### config.mk
export PLATFORM = sky130hd
export DESIGN_NAME = frogger_lane
export DESIGN_NICKNAME = d
export VERILOG_FILES = /design/src/rtl/frogger_pkg.sv /design/src/rtl/lfsr16.sv /design/src/rtl/frogger_lane.sv
export SDC_FILE = /design/constraint.sdc
export NUM_CORES = 1
export LEC_CHECK = 0
export BUFFER_PORTS_ARGS = -buffer_cell sky130_fd_sc_hd__buf_4
export CAP_MARGIN = 10
export CORE_MARGIN = 2
export CORE_UTILIZATION = 63
export CTS_CLUSTER_DIAMETER = 30
export CTS_CLUSTER_SIZE = 12
export DETAILED_ROUTE_END_ITERATION = 7
export PLACE_DENSITY_LB_ADDON = 0.12
export REMOVE_ABC_BUFFERS = 1
export SKIP_LAST_GASP = 1
export SLEW_MARGIN = 25
export SYNTH_ARGS = -nofsm -noshare
export SYNTH_HDL_FRONTEND = slang
export SYNTH_HIERARCHICAL = 1
export SYNTH_SLANG_ARGS = --single-unit
### constraint.sdc
create_clock -name clock -period 4.5 [get_ports clock]
set_clock_uncertainty 0.15 [all_clocks]
set_input_delay 0.9 -clock clock [delete_from_list [all_inputs] [get_ports clock]]
set_output_delay 0.9 -clock clock [all_outputs]
set_load 0.02 [all_outputs]
### src/rtl/frogger_pkg.sv
// Shared types and constants for the Frogger lane engine and game randomisers.
package frogger_pkg;

    typedef enum logic [1:0] {IDLE, CAR, GAP} lane_state_t;

    localparam logic [15:0] LFSR_TAPS = 16'hB400;

endpackage

### src/rtl/lfsr16.sv
// 16-bit Galois LFSR (x^16+x^14+x^13+x^11), advancing once per cycle when adv is high.
module lfsr16
    import frogger_pkg::*;
#(
    parameter logic [15:0] SEED = 16'hACE1
) (
    input  logic        clock,
    input  logic        reset_n,
    input  logic        adv,
    output logic [15:0] q
);

    // An all-zero state would lock the register, so a zero seed is replaced.
    localparam logic [15:0] SEED_NZ = (SEED == 16'h0000) ? 16'h0001 : SEED;

    always_ff @(posedge clock or negedge reset_n) begin
        if (!reset_n) begin
            q <= SEED_NZ;
        end else if (adv) begin
            q <= q[0] ? ((q >> 1) ^ LFSR_TAPS) : (q >> 1);
        end
    end

endmodule

### src/rtl/frogger_lane.sv
// Scrolling traffic lane: tick counter, LFSR-driven car spawner, shifter and frog collision flag.
module frogger_lane
    import frogger_pkg::*;
#(
    parameter int          WIDTH   = 16,
    parameter int          CNT_W   = 24,
    parameter logic [15:0] SEED    = 16'hACE1,
    parameter int          MIN_GAP = 2,
    parameter int          MAX_RUN = 3
) (
    input  logic                     clock,
    input  logic                     reset_n,
    input  logic                     enable,
    input  logic [CNT_W-1:0]         period,
    input  logic                     dir,
    input  logic [2:0]               density,
    input  logic [$clog2(WIDTH)-1:0] frog_col,
    input  logic                     frog_here,
    output logic [WIDTH-1:0]         lane,
    output logic                     step,
    output logic                     hit
);

    localparam int             COL_W   = $clog2(WIDTH);
    localparam int             GAP_W   = (MIN_GAP > 1) ? $clog2(MIN_GAP + 1) : 1;
    localparam logic [2:0]     MAX_LEN = 3'(MAX_RUN);
    localparam logic [GAP_W-1:0] GAP_LEN = GAP_W'(MIN_GAP);

    logic [CNT_W-1:0] cnt;
    logic             terminal;
    logic             do_step;
    logic [15:0]      lfsr_q;
    logic             unused_lfsr;

    lane_state_t      state, state_nxt;
    logic [1:0]       rem, rem_nxt;
    logic [GAP_W-1:0] gcnt, gcnt_nxt;
    logic [2:0]       run_len;
    logic             spawn;
    logic [WIDTH-1:0] lane_nxt;
    logic             lane_bit;
    logic             col_ok;

    assign terminal    = (period <= CNT_W'(1)) || (cnt >= period - CNT_W'(1));
    assign do_step     = enable & terminal;
    assign unused_lfsr = &{1'b0, lfsr_q[15:5]};

    always_ff @(posedge clock or negedge reset_n) begin
        if (!reset_n) begin
            cnt <= '0;
        end else if (enable) begin
            cnt <= terminal ? '0 : cnt + CNT_W'(1);
        end
    end

    lfsr16 #(.SEED(SEED)) u_lfsr (
        .clock   (clock),
        .reset_n (reset_n),
        .adv     (do_step),
        .q       (lfsr_q)
    );

    // Spawn decisions read the LFSR value from before this step's advance.
    always_comb begin
        state_nxt = state;
        rem_nxt   = rem;
        gcnt_nxt  = gcnt;
        spawn     = 1'b0;
        run_len   = 3'd1 + {1'b0, lfsr_q[4:3]};
        if (run_len > MAX_LEN) begin
            run_len = MAX_LEN;
        end
        case (state)
            IDLE: begin
                if (lfsr_q[2:0] < density) begin
                    spawn   = 1'b1;
                    rem_nxt = 2'(run_len - 3'd1);
                    if (run_len == 3'd1) begin
                        state_nxt = (MIN_GAP == 0) ? IDLE : GAP;
                        gcnt_nxt  = GAP_LEN;
                    end else begin
                        state_nxt = CAR;
                    end
                end
            end
            CAR: begin
                spawn   = 1'b1;
                rem_nxt = rem - 2'd1;
                if (rem <= 2'd1) begin
                    state_nxt = (MIN_GAP == 0) ? IDLE : GAP;
                    gcnt_nxt  = GAP_LEN;
                end
            end
            GAP: begin
                gcnt_nxt = gcnt - GAP_W'(1);
                if (gcnt <= GAP_W'(1)) begin
                    state_nxt = IDLE;
                end
            end
            default: begin
                state_nxt = IDLE;
            end
        endcase
    end

    assign lane_nxt = dir ? {spawn, lane[WIDTH-1:1]} : {lane[WIDTH-2:0], spawn};

    always_comb begin
        lane_bit = 1'b0;
        for (int i = 0; i < WIDTH; i++) begin
            if (COL_W'(i) == frog_col) begin
                lane_bit = lane[i];
            end
        end
    end

    assign col_ok = ({1'b0, frog_col} < (COL_W + 1)'(WIDTH));

    always_ff @(posedge clock or negedge reset_n) begin
        if (!reset_n) begin
            lane  <= '0;
            step  <= 1'b0;
            hit   <= 1'b0;
            state <= IDLE;
            rem   <= '0;
            gcnt  <= '0;
        end else begin
            step <= do_step;
            hit  <= frog_here & col_ok & lane_bit;
            if (do_step) begin
                lane  <= lane_nxt;
                state <= state_nxt;
                rem   <= rem_nxt;
                gcnt  <= gcnt_nxt;
            end
        end
    end

endmodule

==> results of run 1 <==
[timing repair]
item	CTS	global route
gates resized for setup	0	4
buffers inserted	0	0
setup endpoints to repair	0	30
[worst max-delay path by stage]
stage	from	to	slack, ps
finish	period[14]	cnt[14]	310
global route	period[14]	cnt[14]	60
CTS	period[14]	u_lfsr/q[14]	210
detailed placement	period[14]	u_lfsr/q[2]	-130
global placement	period[14]	u_lfsr/q[14]	-10
floorplan	period[6]	u_lfsr/q[8]	-810
[stage by stage]
| stage | cells | worst slack (ps) | utilization (%) |
|---|---|---|---|
| after floorplan | 410 | -812 | - |
| after global placement | 559 | -12.9 | 74.0 |
| after detailed placement | 559 | -134 | 74.0 |
| after CTS | 575 | 206 | 76.7 |
| after global routing | 575 | 55.6 | 77.0 |
| final | 575 | 313 | 77.0 |
[sequential cells by signal, indices dropped and copies added (netlist names)]
name	flops
rem	2
hit	1
gcnt	2
state	2
lane	16
step	1
cnt	24
u_lfsr/q	16
[power groups by stage]
stage                     Sequential (mW)  Combinational [mW]  Clock (mW)
after floorplan                     0.645               0.118           0
after global placement              0.654               0.190           0
after detailed placement            0.656               0.201           0
after CTS                           0.646               0.202       0.444
after global routing                0.651               0.233       0.473
final                               0.646               0.202       0.430
[layer usage]
layer / wire [µm] / part of all wire, % / vias to the layer above / global-route usage [%]
met5: 0 / 0 / - / 0
met3: 326 / 3.9 / 6 / 5.45
li1: - / - / 1651 / -
met4: 61 / 0.73 / 0 / 5.77
met1: 3900 / 47 / 1602 / 34.2
met2: 4050 / 49 / 59 / 40.8
[cell families after synthesis]
| logic type | Yosys count | share of synthesized area, % |
|---|---|---|
| adders and majority gates | 31 | 9.43 |
| AOI/OAI and AO/OA | 66 | 9.82 |
| buffers and inverters | 27 | 3.28 |
| DFF | 64 | 39.2 |
| xor gates and xnor gates | 42 | 8.94 |
| muxes | 36 | 10.8 |
| and+or+nand+nor | 156 | 18.6 |
[cells in the mapped netlist, drive strengths merged (8+ instances only)]
cell type	count	area, µm²
ha	31	388
nand3	16	85.1
xnor2	25	219
dfrtp	56	1400
a21oi	17	85.1
o21ai	29	156
mux2i	17	170
nand4	12	75.1
nor3	15	75.1
xor2	17	149
mux2	15	184
dfstp	8	210
inv	14	52.6
nor2	44	165
nand2	39	146
[worst max-delay path, cell delays in order]
cell,delay [ps]
buf_4,110
or4_4,550
nor4_4,160
nor2b_2,200
nand2_1,90
nor3_2,130
xnor2_1,150
ha_1,270
nand4_1,170
nor4_2,80
buf_4,140
a22oi_1,210
nand3_2,180
o21ai_4,210
clkinv_1,140
buf_12,180
buf_4,190
a311oi_1,200
[layout make-up]
cell class | count | share of cell area, %
clock buffer | 15 | 3.40
clock inverter | 1 | 0.102
inverter | 15 | 1.15
multi-input combinational | 331 | 48.8
sequential | 64 | 33.0
tap | 77 | 1.97
timing repair buffer | 72 | 11.6
==> flow_metrics.py, run 1 <==
metrics = {
    "detailed_routing": {
        "wl_mm": 8.34,
        "ant_nets": 0,
        "firstDrtPassIters": 4,
        "drt-initial-drc-count": 192,
        "vias": 3318,
        "drt_drc_violations_left": 0,
        "vias_per_cell": 5.77,
        "wl_per_cell_um": 14.5,
    },
    "setup_path": {
        "critPathCaptureType": "flip-flop",
        "cp_max_fo": 21,
        "r2r-start": "cnt[21]",
        "cp_data_arrival_time_ps": 4270,
        "start_kind": "primary input",
        "required_ps": 4580,
        "reg2reg_slack_ps": 1770,
        "critical_path_class": "primary input to flip-flop",
        "reg2reg_to": "u_lfsr/q[14]",
        "r2r_cells": 11,
    },
    "pwr": {
        "pwr-share-comb_pct": 15.8,
        "power.density_nw_per_um2": 261,
        "max-vdd-ir-drop_uv": 346,
        "finalPower_mw": 1.28,
        "p_seq_share_pct": 50.5,
        "p_sw_share_pct": 27.0,
        "switching_power_uw": 345,
        "pwr-share-clk_pct": 33.7,
        "intPower_uw": 933,
        "power.static_leakage_nw": 2.27,
    },
    "timing": {
        "slew_headroom_pct": 46.7,
        "slew_violations": 0,
        "max_freq_ghz": 0.239,
        "setup_viol_count_final": 0,
        "finalCritPeriodShare_pct": 93.0,
        "whs_ps": 359,
        "hold_violations": 0,
        "fin_crit_ps": 4190,
        "rsz0062_at_grt": "no",
        "worstMarginPinSlew_ps": 799,
        "setup_tns_ps": 0,
    },
    "clock_tree": {
        "clock_latency_ps": 330,
        "clock_path_buffers": 2,
        "ctsHtreeMaxLevel": 3,
        "cts_hold_buffers": 0,
        "cts_tree": "yes",
        "path_clk_slew_ps": 60,
        "cts_buffers": 9,
        "cts_root_buf": "clkbuf_8",
        "cts_sinks": 64,
    },
    "cells_and_area": {
        "areaGrowthSynthToFinish_pct": 18.8,
        "layout_common_cells": "buf_4, dfrtp_1, nor2_1",
        "antennaDiodeCount": 0,
        "fin_nets": 560,
        "final_design_area_no_fill_um2": 4890,
        "fillers": 459,
        "multi_input_area_um2": 2390,
        "seq_area_um2": 1610,
        "mostFrequentLayoutCell": "buf_4",
        "final_layout_size_suffix_gt1_share_pct": 24.3,
    },
    "grt": {
        "grt_overflow": 0,
        "grt_antenna_before_repair": 0,
        "grt_pass1_vias": 3220,
        "grt_start_max_net_pins": 65,
        "grt_usage_pct": 24.9,
        "grt_pass1_wl_mm": 14.6,
    },
    "synth": {
        "ys.flop_type": "dfrtp_1",
        "synth-seq-cells": 64,
        "ys_types": 47,
        "async_reset_ff_share_pct": 100,
        "postSynthAreaPerCell_um2": 9.75,
        "syn_inst": 422,
        "syn_area_um2": 4120,
        "ys_warn_count": 6,
        "synth_edf_count": 0,
        "yosysSeqAreaShare_pct": 39.2,
    },
    "floorplanning": {
        "ios": 54,
        "initial_core_util_pct": 64.8,
        "die_w_um": 84.8,
        "coreArea_um2": 6350,
        "die_area_um2": 7190,
        "die_h_um": 84.8,
        "row_count": 29,
    },
    "worst_hold_path": {
        "worst_hold_startpoint": "u_lfsr/q[10]",
        "hold_depth": 2,
        "hold_class": "flip-flop to flip-flop",
        "min_to": "u_lfsr/q[10]",
    },
    "placed_design": {
        "io_buffers": 53,
        "postPlaceCellArea_um2": 4700,
        "dp_hpwl_mm": 6.31,
        "gp_congestion": 0.848,
    },
    "run": {
        "maxCapViolations": 0,
    },
    "status": {
        "status": "completed",
    },
}
Power figures use the tool's default switching activity.
==> run 2: changes to the inputs <==
- BUFFER_PORTS_ARGS: -buffer_cell sky130_fd_sc_hd__buf_4 -> -buffer_cell sky130_fd_sc_hd__buf_2
- CORE_UTILIZATION: 63 -> 65
- CTS_BUF_LIST: not set -> sky130_fd_sc_hd__clkbuf_4 sky130_fd_sc_hd__clkbuf_8
==> run 2 against run 1 <==
Compared with the run above:
- register-to-register slack about the same
- critical endpoint is now u_lfsr/q[14]
- clock power up 37%
- cell count increased by 0.17%
- largest cell class unchanged
- largest power group unchanged
- first-iteration DRC count is 22% higher
- sequential power about the same
- core utilization grew 3.4 points
- cell area decreased by 0.95%
- critical path depth rose by 2
==> flow_metrics.py, run 2 (same netlist as run 1, synthesis figures left out) <==
metrics = {
    "clock_tree": {
        "ctsHtreeMaxLevel": 3,
        "clock_latency_ps": 340,
        "cts_sinks": 64,
        "cts_buffers": 9,
        "cts_root_buf": "clkbuf_8",
        "clock_path_buffers": 2,
        "path_clk_slew_ps": 70,
        "cts_hold_buffers": 0,
        "cts_tree": "yes",
    },
    "detailed_routing": {
        "wl_mm": 8.60,
        "vias_per_cell": 5.76,
        "ant_nets": 0,
        "wl_per_cell_um": 14.9,
        "drt_drc_violations_left": 0,
        "drt-initial-drc-count": 235,
        "vias": 3316,
        "firstDrtPassIters": 4,
    },
    "setup_path": {
        "slowest_delay_ps": 350,
        "cp_data_arrival_time_ps": 4290,
        "critPathMostFrequentCell": "buf_4",
        "required_ps": 4570,
        "crit_slowest_cell": "mux2_2",
        "cp_top_family": "simple AND/OR/NAND/NOR gates",
        "crit_buf_inv": 7,
        "worstPathCellList": "buf_2, nor4_1, buf_4, nand3_1, nor4_2, buf_4, nand2_1, nor2_1, xnor2_1, ha_1, nand4_1, nor4_2, buf_4, nand2_1, a31oi_1, buf_4, o21ai_4, clkinv_1, buf_12, mux2_2",
        "cp_max_fo": 21,
        "start_kind": "primary input",
        "critPathCaptureType": "flip-flop",
        "critical_path_class": "primary input to flip-flop",
    },
    "floorplanning": {
        "row_count": 28,
        "initial_core_util_pct": 68.3,
        "die_h_um": 83.6,
        "ios": 54,
        "die_area_um2": 6980,
        "coreArea_um2": 6030,
        "die_w_um": 83.6,
    },
    "timing": {
        "rsz0062_at_grt": "no",
        "hold_violations": 0,
        "finalCritPeriodShare_pct": 93.7,
        "fin_crit_ps": 4220,
        "timing.final.ws_setup_ps": 281,
        "setup_viol_count_final": 0,
        "slew_headroom_pct": 39.9,
        "slew_violations": 0,
        "max_freq_ghz": 0.237,
        "worstMarginPinSlew_ps": 901,
    },
    "cells_and_area": {
        "top_regs": "cnt (24), lane (16), u_lfsr/q (16)",
        "layout_common_cells": "dfrtp_1, buf_2, nor2_1",
        "largest-register": "cnt",
        "areaGrowthSynthToFinish_pct": 17.7,
        "fin_nets": 563,
        "fillers": 401,
        "mostFrequentLayoutCell": "dfrtp_1",
        "final_design_area_no_fill_um2": 4840,
        "fin_util_pct": 80.4,
        "antennaDiodeCount": 0,
        "largest_register_ffs": 24,
        "final_layout_size_suffix_gt1_share_pct": 25.3,
    },
    "status": {
        "status": "completed",
    },
    "placed_design": {
        "io_buffers": 53,
        "dp_worst_setup_slack_ps": -77.5,
        "postPlaceCellArea_um2": 4590,
        "gp_congestion": 0.846,
        "dp_hpwl_mm": 6.42,
    },
    "pwr": {
        "power.density_nw_per_um2": 296,
        "power.static_leakage_nw": 2.29,
        "max-vdd-ir-drop_uv": 315,
    },
    "grt": {
        "grt_pass1_wl_mm": 14.8,
        "grt_antenna_before_repair": 0,
        "grt_start_max_net_pins": 44,
        "grt_overflow": 0,
        "grt_usage_pct": 25.9,
        "grt_pass1_vias": 3206,
    },
    "run": {
        "maxCapViolations": 0,
    },
    "worst_hold_path": {
        "hold_class": "flip-flop to flip-flop",
    },
}
==> run 2: through the flow <==
step / cells / power [mW] / setup TNS (ps) / hold WS [ps]
floorplan: 410 / 0.764 / -21750 / 320
global placement: 560 / 0.835 / 0 / 329
detailed placement: 560 / 0.850 / -563 / 342
CTS: 576 / 1.44 / 0 / 357
global route: 576 / 1.50 / 0 / 380
finish: 576 / 1.43 / 0 / 352
==> run 2: area by class of cell <==
class	count	area (µm²)	area share, %
repair buffers	75	455	9.41
flip-flops and latches	64	1610	33.3
inverters	15	56.3	1.16
clock inverters	6	108	2.22
clock buffers	10	131	2.71
multi-input cells	331	2390	49.3
well taps	75	93.8	1.94
==> run 2: path summary, 6_finish.rpt <==
| kind | from | end | slack [ps] | cells past startpoint |
|---|---|---|---|---|
| max in group asynchronous | reset_n | u_lfsr/q[0] | 2770 | 2 |
| max | period[6] | u_lfsr/q[14] | 280 | 20 |
| min in group asynchronous | reset_n | lane[9] | 540 | 1 |
| min | gcnt[1] | gcnt[1] | 350 | 1 |
| min reg2reg | gcnt[1] | gcnt[1] | 350 | 1 |
| max reg2reg | cnt[22] | u_lfsr/q[14] | 1760 | 11 |
==> run 2: timing repair <==
| action | CTS | global route |
|---|---|---|
| setup endpoints to repair | 0 | 20 |
| buffers inserted | 0 | 0 |
| gates resized for setup | 0 | 3 |
==> run 2: worst register-to-register path, stage by stage, from the launching register on <==
cell	delay, ps
dfrtp_1	420
ha_1	320
nand4_1	180
nor4_2	330
buf_4	160
nand2_1	40
a31oi_1	160
buf_4	170
o21ai_4	70
clkinv_1	100
buf_12	170
mux2_2	350
==> run 2: routing by layer <==
layer | track usage, % | vias to the layer above | part of all wire, % | routed length (µm)
met5 | 0 | - | 0 | 0
met4 | 6.45 | 0 | 0.16 | 14
met3 | 5.64 | 2 | 3.7 | 321
met2 | 43.3 | 57 | 50 | 4260
met1 | 34.3 | 1595 | 47 | 4000
li1 | - | 1662 | - | -
==> run 2: power breakdown <==
group / leakage [nW] / switching [mW] / internal (mW)
Clock: 0.120 / 0.216 / 0.372
Sequential: 0.830 / 0.0404 / 0.607
Combinational: 1.34 / 0.107 / 0.0881
==> run 3: changes to the inputs <==
- BUFFER_PORTS_ARGS: -buffer_cell sky130_fd_sc_hd__buf_2 -> -buffer_cell sky130_fd_sc_hd__buf_4
==> run 3 against run 2 <==
Compared with the run above:
- non-clock buffer count shrank 3
- power down 4.9%
- via count increased by 0.69%
- sequential cell count unchanged
- clock power is 13% lower
- first-iteration DRC count fell by 31%
- sequential share of layout area decreased by 0.54 points
- count of clock-buffer cells in the layout is 3 higher
- combinational power is 4% higher
- cell count shrank 0.52%
- hold slack lost 3.2 ps
- setup slack gained 20 ps
- critical path type unchanged
- highest routed layer unchanged
==> flow_metrics.py, run 3 (same netlist as run 1, synthesis figures left out) <==
metrics = {
    "pwr": {
        "switching_power_uw": 361,
        "power.density_nw_per_um2": 276,
        "p_seq_share_pct": 47.6,
        "intPower_uw": 999,
        "max-vdd-ir-drop_uv": 238,
        "p_sw_share_pct": 26.6,
        "pwr-share-comb_pct": 14.9,
        "pwr-share-clk_pct": 37.5,
        "power.static_leakage_nw": 2.29,
    },
    "grt": {
        "grt_util_met3_pct": 7.12,
        "busiest_layer": "met2",
        "grt_overflow": 0,
        "grt_antenna_before_repair": 0,
        "grt_pass1_vias": 3354,
        "grt_usage_pct": 27.0,
        "use_met1_pct": 36.1,
        "use_met2_pct": 44.4,
        "grt_pass1_wl_mm": 15.6,
        "grt_start_max_net_pins": 65,
    },
    "detailed_routing": {
        "wl_per_cell_um": 15.3,
        "ant_nets": 0,
        "vias_per_cell": 5.83,
        "drt_drc_violations_left": 0,
        "wl_mm": 8.78,
        "vias": 3339,
        "firstDrtPassIters": 4,
        "drt-initial-drc-count": 161,
    },
    "setup_path": {
        "start_kind": "primary input",
        "critPathCaptureType": "flip-flop",
        "worstPathCellList": "buf_4, or4_4, nor4_4, nor2b_2, nand2_1, nor3_1, xnor2_1, ha_1, nand4_1, nor4_2, buf_4, a22oi_1, nand3_2, o21ai_4, clkinv_1, buf_4, buf_4, nor2_1, a21oi_1",
        "crit_buf_inv": 5,
        "timing.critical_path.to": "u_lfsr/q[12]",
        "reg2reg_to": "u_lfsr/q[12]",
        "reg2reg_slack_ps": 1850,
        "r2r_cells": 12,
        "slowest_delay_ps": 570,
        "required_ps": 4580,
        "cp-startpoint": "period[14]",
        "critPathMostFrequentCell": "buf_4",
        "path_depth": 19,
        "cp_data_arrival_time_ps": 4270,
        "cp_top_family": "simple AND/OR/NAND/NOR gates",
        "r2r-start": "cnt[17]",
        "crit_slowest_cell": "or4_4",
        "critical_path_class": "primary input to flip-flop",
        "cp_max_fo": 7,
    },
    "cells_and_area": {
        "fin_nets": 560,
        "layout_common_cells": "buf_4, dfrtp_1, nor2_1",
        "antennaDiodeCount": 0,
        "largest-register": "cnt",
        "mostFrequentLayoutCell": "buf_4",
        "final_cells": 573,
        "largest_register_ffs": 24,
        "top_regs": "cnt (24), lane (16), u_lfsr/q (16)",
        "areaGrowthSynthToFinish_pct": 19.6,
        "final_layout_size_suffix_gt1_share_pct": 25.1,
    },
    "placed_design": {
        "dp.cells": 557,
        "dp_hpwl_mm": 6.51,
        "io_buffers": 53,
        "gp_congestion": 0.849,
    },
    "clock_tree": {
        "clock_path_buffers": 2,
        "clock_latency_ps": 340,
        "path_clk_slew_ps": 60,
        "cts_hold_buffers": 0,
        "ctsHtreeMaxLevel": 3,
        "cts_sinks": 64,
        "cts_tree": "yes",
        "cts_root_buf": "clkbuf_8",
        "cts_buffers": 9,
    },
    "floorplanning": {
        "die_h_um": 83.6,
        "coreArea_um2": 6030,
        "row_count": 28,
        "ios": 54,
        "initial_core_util_pct": 68.3,
        "die_w_um": 83.6,
        "die_area_um2": 6980,
    },
    "timing": {
        "rsz0062_at_grt": "yes",
        "setup_viol_count_final": 0,
        "max_freq_ghz": 0.238,
        "worstMarginPinSlew_ps": 804,
        "setup_tns_ps": 0,
        "finalCritPeriodShare_pct": 93.3,
        "fin_crit_ps": 4200,
        "slew_headroom_pct": 46.4,
        "hold_violations": 0,
        "slew_violations": 0,
    },
    "status": {
        "status": "completed",
    },
    "worst_hold_path": {
        "hold_class": "flip-flop to flip-flop",
    },
    "run": {
        "maxCapViolations": 0,
    },
}
[run 3: repair_timing]
item | CTS | global route
resized for setup | 0 | 4
endpoints found under the setup margin | 0 | 21
setup buffers | 0 | 0
[run 3: through the flow]
step	cell area [µm²]	total power, mW	utilization, %	worst slack (ps)	hold WS (ps)
5_1_grt	4920	1.43	81.7	-24.2	370
3_3_place_gp	4700	0.842	77.9	47.5	331
3_5_place_dp	4700	0.858	77.9	-49.0	344
4_1_cts	4900	1.37	81.4	282	353
2_1_floorplan	4040	0.764	-	-812	320
6_report	4920	1.36	81.7	302	349
[run 3: routing by layer]
layer,share of wire (%),vias to the layer above
met5,0,-
met4,1.2,0
met3,5.7,12
met2,49,88
met1,45,1583
li1,-,1656
[run 3: worst reg2reg max path: stages, from the launching register on]
cell and delay [ps]:
dfrtp_1 450, ha_1 340, nand4_1 140, nor4_2 70, buf_4 140, a22oi_1 180
nand3_2 180, o21ai_4 220, clkinv_1 160, buf_4 200, buf_4 150, nor2_1 100
a21oi_1 50
[run 3: power by group through the flow]
stage	logic [mW]	registers, mW	clock network [mW]
finish	0.203	0.648	0.510
global route	0.234	0.651	0.546
CTS	0.204	0.646	0.520
detailed placement	0.202	0.656	0
global placement	0.190	0.652	0
floorplan	0.118	0.645	0
[run 3: how the worst min path moves through the flow]
| stage | from | end | slack [ps] | depth (start not counted) |
|---|---|---|---|---|
| 6_report | u_lfsr/q[10] | u_lfsr/q[10] | 350 | 2 |
| 3_5_place_dp | u_lfsr/q[10] | u_lfsr/q[10] | 340 | 2 |
| 3_3_place_gp | gcnt[1] | gcnt[1] | 330 | 1 |
| 4_1_cts | u_lfsr/q[10] | u_lfsr/q[10] | 350 | 2 |
| 5_1_grt | u_lfsr/q[10] | u_lfsr/q[10] | 370 | 2 |
| 2_1_floorplan | gcnt[1] | gcnt[1] | 320 | 1 |
[run 3: layout make-up]
class | count | area [µm²]
Clock inverter | 3 | 40.0
Multi-Input combinational cell | 331 | 2390
Timing Repair Buffer | 72 | 566
Fill cell | 409 | 1100
Inverter | 15 | 56.3
Sequential cell | 64 | 1610
Tap cell | 75 | 93.8
Clock buffer | 13 | 166
